[src/rtl/spi_pkg.sv]
// Shared SPI slave types and command encodings, also used by the RAM and the wrapper.
package spi_pkg;

  typedef enum logic [2:0] {
    IDLE,
    CHK_CMD,
    WRITE,
    READ_ADD,
    READ_DATA
  } spi_state_e;

  localparam logic [1:0] CMD_WR_ADDR = 2'b00;
  localparam logic [1:0] CMD_WR_DATA = 2'b01;
  localparam logic [1:0] CMD_RD_ADDR = 2'b10;
  localparam logic [1:0] CMD_RD_DATA = 2'b11;

  // A frame is two command bits followed by the payload.
  function automatic int frame_w(input int data_w);
    return data_w + 2;
  endfunction

endpackage

[src/rtl/spi_shift_reg.sv]
// Serial-in/parallel-out frame assembler with a bit counter; done stays set until cleared.
module spi_shift_reg #(
  parameter int W = 10
) (
  input  logic         clk,
  input  logic         rst_n,
  input  logic         clr,
  input  logic         en,
  input  logic         din,
  output logic [W-1:0] frame,
  output logic         last,
  output logic         done
);
  localparam int CW = $clog2(W);

  logic [W-2:0]  sr;
  logic [CW-1:0] cnt;

  // frame includes the bit being sampled this cycle, so the caller can latch it on the last edge
  assign frame = {sr, din};
  assign last  = en && !done && (cnt == CW'(W-1));

  always_ff @(posedge clk or negedge rst_n) begin
    if (!rst_n) begin
      sr   <= '0;
      cnt  <= '0;
      done <= 1'b0;
    end else if (clr) begin
      cnt  <= '0;
      done <= 1'b0;
    end else if (en && !done) begin
      sr <= frame[W-2:0];
      if (last) done <= 1'b1;
      else      cnt  <= cnt + 1'b1;
    end
  end

endmodule

[src/rtl/spi_slave.sv]
// SPI slave front end: assembles MOSI frames into RAM commands and serialises read data onto MISO.
module spi_slave
  import spi_pkg::*;
#(
  parameter int DATA_W = 8
) (
  input  logic              clk,
  input  logic              rst_n,
  input  logic              SS_n,
  input  logic              MOSI,
  output logic              MISO,
  output logic [DATA_W+1:0] rx_data,
  output logic              rx_valid,
  input  logic [DATA_W-1:0] tx_data,
  input  logic              tx_valid
);
  localparam int FRAME_W = frame_w(DATA_W);
  localparam int TCW     = $clog2(DATA_W + 1);

  spi_state_e         state;
  logic               rd_addr_seen;
  logic               tx_busy, tx_done;
  logic [DATA_W-1:0]  tx_sh;
  logic [TCW-1:0]     tx_cnt;
  logic               sr_clr, sr_en, frame_last, frame_done;
  logic [FRAME_W-1:0] frame;

  assign sr_clr = SS_n || (state == IDLE);
  assign sr_en  = !SS_n && (state != IDLE);

  spi_shift_reg #(.W(FRAME_W)) u_rx_sr (
    .clk   (clk),
    .rst_n (rst_n),
    .clr   (sr_clr),
    .en    (sr_en),
    .din   (MOSI),
    .frame (frame),
    .last  (frame_last),
    .done  (frame_done)
  );

  always_ff @(posedge clk or negedge rst_n) begin
    if (!rst_n) begin
      state        <= IDLE;
      MISO         <= 1'b0;
      rx_data      <= '0;
      rx_valid     <= 1'b0;
      rd_addr_seen <= 1'b0;
      tx_busy      <= 1'b0;
      tx_done      <= 1'b0;
      tx_sh        <= '0;
      tx_cnt       <= '0;
    end else begin
      rx_valid <= 1'b0;
      if (SS_n) begin
        // abort: drop the partial frame/serialisation but keep rd_addr_seen
        state   <= IDLE;
        MISO    <= 1'b0;
        tx_busy <= 1'b0;
        tx_done <= 1'b0;
        tx_cnt  <= '0;
      end else begin
        case (state)
          IDLE:    state <= CHK_CMD;
          CHK_CMD: state <= !MOSI ? WRITE : (rd_addr_seen ? READ_DATA : READ_ADD);
          WRITE, READ_ADD, READ_DATA: begin
            if (frame_last) begin
              rx_data  <= frame;
              rx_valid <= 1'b1;
              if (state == READ_ADD) rd_addr_seen <= 1'b1;
            end
            if (state == READ_DATA) begin
              if (tx_busy) begin
                if (tx_cnt == TCW'(DATA_W)) begin
                  MISO    <= 1'b0;
                  tx_busy <= 1'b0;
                  tx_done <= 1'b1;
                end else begin
                  MISO   <= tx_sh[DATA_W-1];
                  tx_sh  <= {tx_sh[DATA_W-2:0], 1'b0};
                  tx_cnt <= tx_cnt + 1'b1;
                  if (tx_cnt == TCW'(DATA_W-1)) rd_addr_seen <= 1'b0;
                end
              end else if (frame_done && !tx_done && tx_valid) begin
                // MSB goes straight out; the rest is shifted from tx_sh
                MISO    <= tx_data[DATA_W-1];
                tx_sh   <= {tx_data[DATA_W-2:0], 1'b0};
                tx_cnt  <= TCW'(1);
                tx_busy <= 1'b1;
              end
            end
          end
          default: state <= IDLE;
        endcase
      end
    end
  end

endmodule

[config.mk]
export PLATFORM = sky130hd
export DESIGN_NAME = spi_slave
export DESIGN_NICKNAME = d
export VERILOG_FILES = /design/src/rtl/spi_pkg.sv /design/src/rtl/spi_shift_reg.sv /design/src/rtl/spi_slave.sv
export SDC_FILE = /design/constraint.sdc
export NUM_CORES = 1
export LEC_CHECK = 0
export CORE_UTILIZATION = 55
export DETAILED_ROUTE_END_ITERATION = 8
export HOLD_SLACK_MARGIN = 0.12
export PLACE_DENSITY = 0.83
export SLEW_MARGIN = 20
export SYNTH_ARGS = -nofsm -noshare
export SYNTH_HDL_FRONTEND = slang
export SYNTH_HIERARCHICAL = 1
export SYNTH_SLANG_ARGS = --single-unit
[constraint.sdc]
create_clock -name clk -period 2.25 [get_ports clk]
set_input_delay 0.45 -clock clk [delete_from_list [all_inputs] [get_ports clk]]
set_output_delay 0.45 -clock clk [all_outputs]
set_load 0.02 [all_outputs]
==> impl_results.md <==
- Critical path arrival: 2.21 ns
- GP Congestion: ~0.81
- CP max stage delay: between 0.4 and 0.5 ns
- Reg clk slew, reported paths: roughly 0.08 ns
- FF-to-FF Start: state[0]
- Critical path's slowest cell: clkdlybuf4s50_1
- Routed Antenna Nets: 0
- Hold EP: rx_data[9]
- Antenna violations before repair: 0
- Fin. Hold Viols: 0
- Fin. max-slew vios: 0
- Synth area leader: dfrtp_1
- Min cycle time layout: 2.021 ns
- Root Driver: clkbuf_8
- Pwr Total: approximately 1.5 mW
- Vias post-DR: roughly 1500
- Setup-failing EPs final: 0
- Hold Path Depth: 1
- Layout Cells excl Fill: around 260
- Vias in the first global route: approximately 1500
- Worst hold path type: flip-flop to flip-flop
- Starting DRT DRC Count: 35
- Top FF cell, synth: dfrtp_1
- CTS tree: yes
- Post-synth EDFFs: 0
- Critical path, cell by cell: clkdlybuf4s50_1 -> or2_2 -> inv_1 -> nand2b_4 -> nor2_1 -> nand3_2 -> buf_12 -> mux2_4
- Die W: ~63 µm
- Leading cell types in the layout, fill and taps excluded: dfrtp_1, clkdlybuf4s50_1, a21oi_1
- F_max: 494.7 MHz
- Startpoint types: input port
- Critical path data required time: around 2.4 ns
- Number of remaining DRC errors: 0
- Placed cell area: about 0.0024 mm²
- Starting Density: 59.96%
- Die area: between 0.004 and 0.005 mm²
- Core Region: between 0.003 and 0.004 mm²
- Mapped Avg Cell Area: ~12 µm²
- Max_slew headroom: 72.37%
- Global-route wire length before repair: between 7000 and 8000 µm
- Global route overflow: 0
- Synth Cell Area: slightly above 0.002 mm²
- Antenna Cells: 0
- Total routed wirelength: just over 4000 µm
- Via density: between 5 and 6
- R2r endpoint: rx_data[6]
- Crit path max fanout: 11
- Status: finished clean
- Wire per inst: roughly 16 µm
- Crit path kind: input port to flip-flop
- Cell row count: 21
- Min Hold Slack: 0.5207 ns
- Min-delay src: u_rx_sr/sr[8]
- Port Buffers: 24
- Share of Yosys cell area claimed by the top area cell type: roughly half
- Share of cells above drive strength 1: between 20 and 25%
- Pwr dens: approximately 610 mW/mm²
- Count of different cell masters after synthesis: 42
- Pre-antenna DRT Iters: 4
- Fillers: ~270
- Total CTS buffers: 5
- Yosys warns: 6
- Area contributors post-synth: dfrtp_1, mux2_4, mux2_2, a21oi_1, mux2i_1
- GR Util All Layers: 23.66%
- IR drop worst, VDD: between 300 and 400 µV
- Seq/Total Area, Yosys: between 50% and 60%
- Syn Nets: around 190
- CP Capture Type: flip-flop
- Layout net count: around 230
- H-tree levels: 2
- Clock Skew: 0.007223 ns
- Clk_lat worst skew: 0.30 ns
- R2R cell count: 8
- Unrepaired setup endpoints after global routing: false
- Sink Count: between 40 and 50
- Max-cap violations: 0
- Io pins: 25
- Mapped Cells: between 150 and 200
- Commonest non-fill, non-tap cell in the layout: dfrtp_1
- Die H: ~63 µm
- Tightest Pin Transition: just over 0.4 ns
- Post-CTS Setup Bufs: 0
- Largest net degree at the start of global routing: 21
- Async SR Flop Fraction: 100.0%
- CTS Buffer Depth: 2
- DPL Wire Length: between 3000 and 4000 µm
- Area Growth Syn to Fin: 19.01%
- FF-to-FF setup slack: about 0.25 ns
- Tcrit/Tclk final: between 80% and 90%
- Synth Register Bits: 43
- Placed Instances: roughly 250
- Finished Cell Area: roughly 0.0025 mm²
- Layout Utilization: 71.36%
- Lkg Pwr: approximately 1.1 nW
==> logic make-up (layout without fill, tap and decap cells) <==
logic type | after synthesis | count (layout) | share of synthesized area (%)
AND/OR/NAND/NOR | 45 | 45 | 13.24
AO/OA/AOI/OAI | 36 | 36 | 10.95
buffers and inverters | 19 | 53 | 5.475
XOR/XNOR | 1 | 1 | 0.4213
adder cells (fa/ha/maj) | 4 | 4 | 2.407
flip-flops | 43 | 43 | 51.74
multiplexers | 27 | 27 | 15.76
==> through the flow <==
step | setup slack, ns | TNS [ns]
after detailed placement | -0.04789 | -0.3259
after global placement | 0.006101 | 0
after CTS | 0.2339 | 0
after global routing | 0.1484 | 0
after floorplan | 0.2077 | 0
final | 0.2286 | 0
==> where the power goes <==
part / internal, mW / total [mW] / switching, mW / leakage [nW]
clock: 0.217 / 0.474 / 0.257 / 0.0412
sequential: 0.831 / 0.881 / 0.0497 / 0.585
combinational: 0.0876 / 0.155 / 0.0672 / 0.522
==> sequential cells by signal, summed over array words and instances, names as in the netlist <==
| name | flops |
|---|---|
| MISO | 1 |
| rd_addr_seen | 1 |
| rx_data | 10 |
| rx_valid | 1 |
| state | 3 |
| tx_busy | 1 |
| tx_cnt | 4 |
| tx_done | 1 |
| tx_sh | 7 |
| u_rx_sr/cnt | 4 |
| u_rx_sr/done | 1 |
| u_rx_sr/sr | 9 |
==> layer usage <==
metal | vias up | GRT usage, % | routed length [µm] | part of all wire, %
li1 | 683 | - | - | -
met1 | 719 | 28.40 | 1684 | 41
met4 | 0 | 9.943 | 76 | 1.9
met3 | 8 | 5.435 | 167 | 4.1
met5 | - | 0 | 0 | 0
met2 | 45 | 40.43 | 2162 | 53
==> cell usage after synthesis (all sizes together) (2+ instances only) <==
cell type / count
nor2: 13
nand2b: 3
o21ai: 7
nand3b: 2
mux2: 19
nand2: 5
a21oi: 19
nor3: 3
and3b: 2
a31oi: 2
clkbuf: 2
buf: 6
or3: 2
inv: 11
dfrtp: 43
nand3: 5
mux2i: 8
ha: 4
o211ai: 2
nand4: 3
==> what timing repair did <==
item / in CTS / in global routing
gates resized for setup: 0 / 0
hold endpoints to repair: 13 / 0
hold buffers: 1 / 0
==> worst max-delay path: cells and delay by family <==
kind          cells  cell delay [ns]
buf+inv           3             0.73
mux               1             0.30
simple gates      4             0.74
==> area by class of cell <==
cell class / instances / area [µm²] / area share [%]
Clock inverter: 2 / 12.51 / 0.5056
Tap cell: 46 / 57.56 / 2.326
Inverter: 11 / 41.29 / 1.668
Timing Repair Buffer: 34 / 325.3 / 13.14
Sequential cell: 43 / 1076 / 43.48
Clock buffer: 6 / 72.57 / 2.932
Multi-Input combinational cell: 113 / 889.6 / 35.95
==> worst max path at each step <==
stage / start / endpoint / slack [ns] / cells after the start
finish: SS_n / rx_data[6] / 0.23 / 8
global route: SS_n / rx_data[4] / 0.15 / 8
CTS: SS_n / rx_data[6] / 0.23 / 8
detailed placement: SS_n / rx_data[6] / -0.05 / 8
global placement: SS_n / rx_data[4] / 0.006 / 8
floorplan: SS_n / rx_data[0] / 0.21 / 8
No activity file was read; power rests on OpenSTA's default activity.
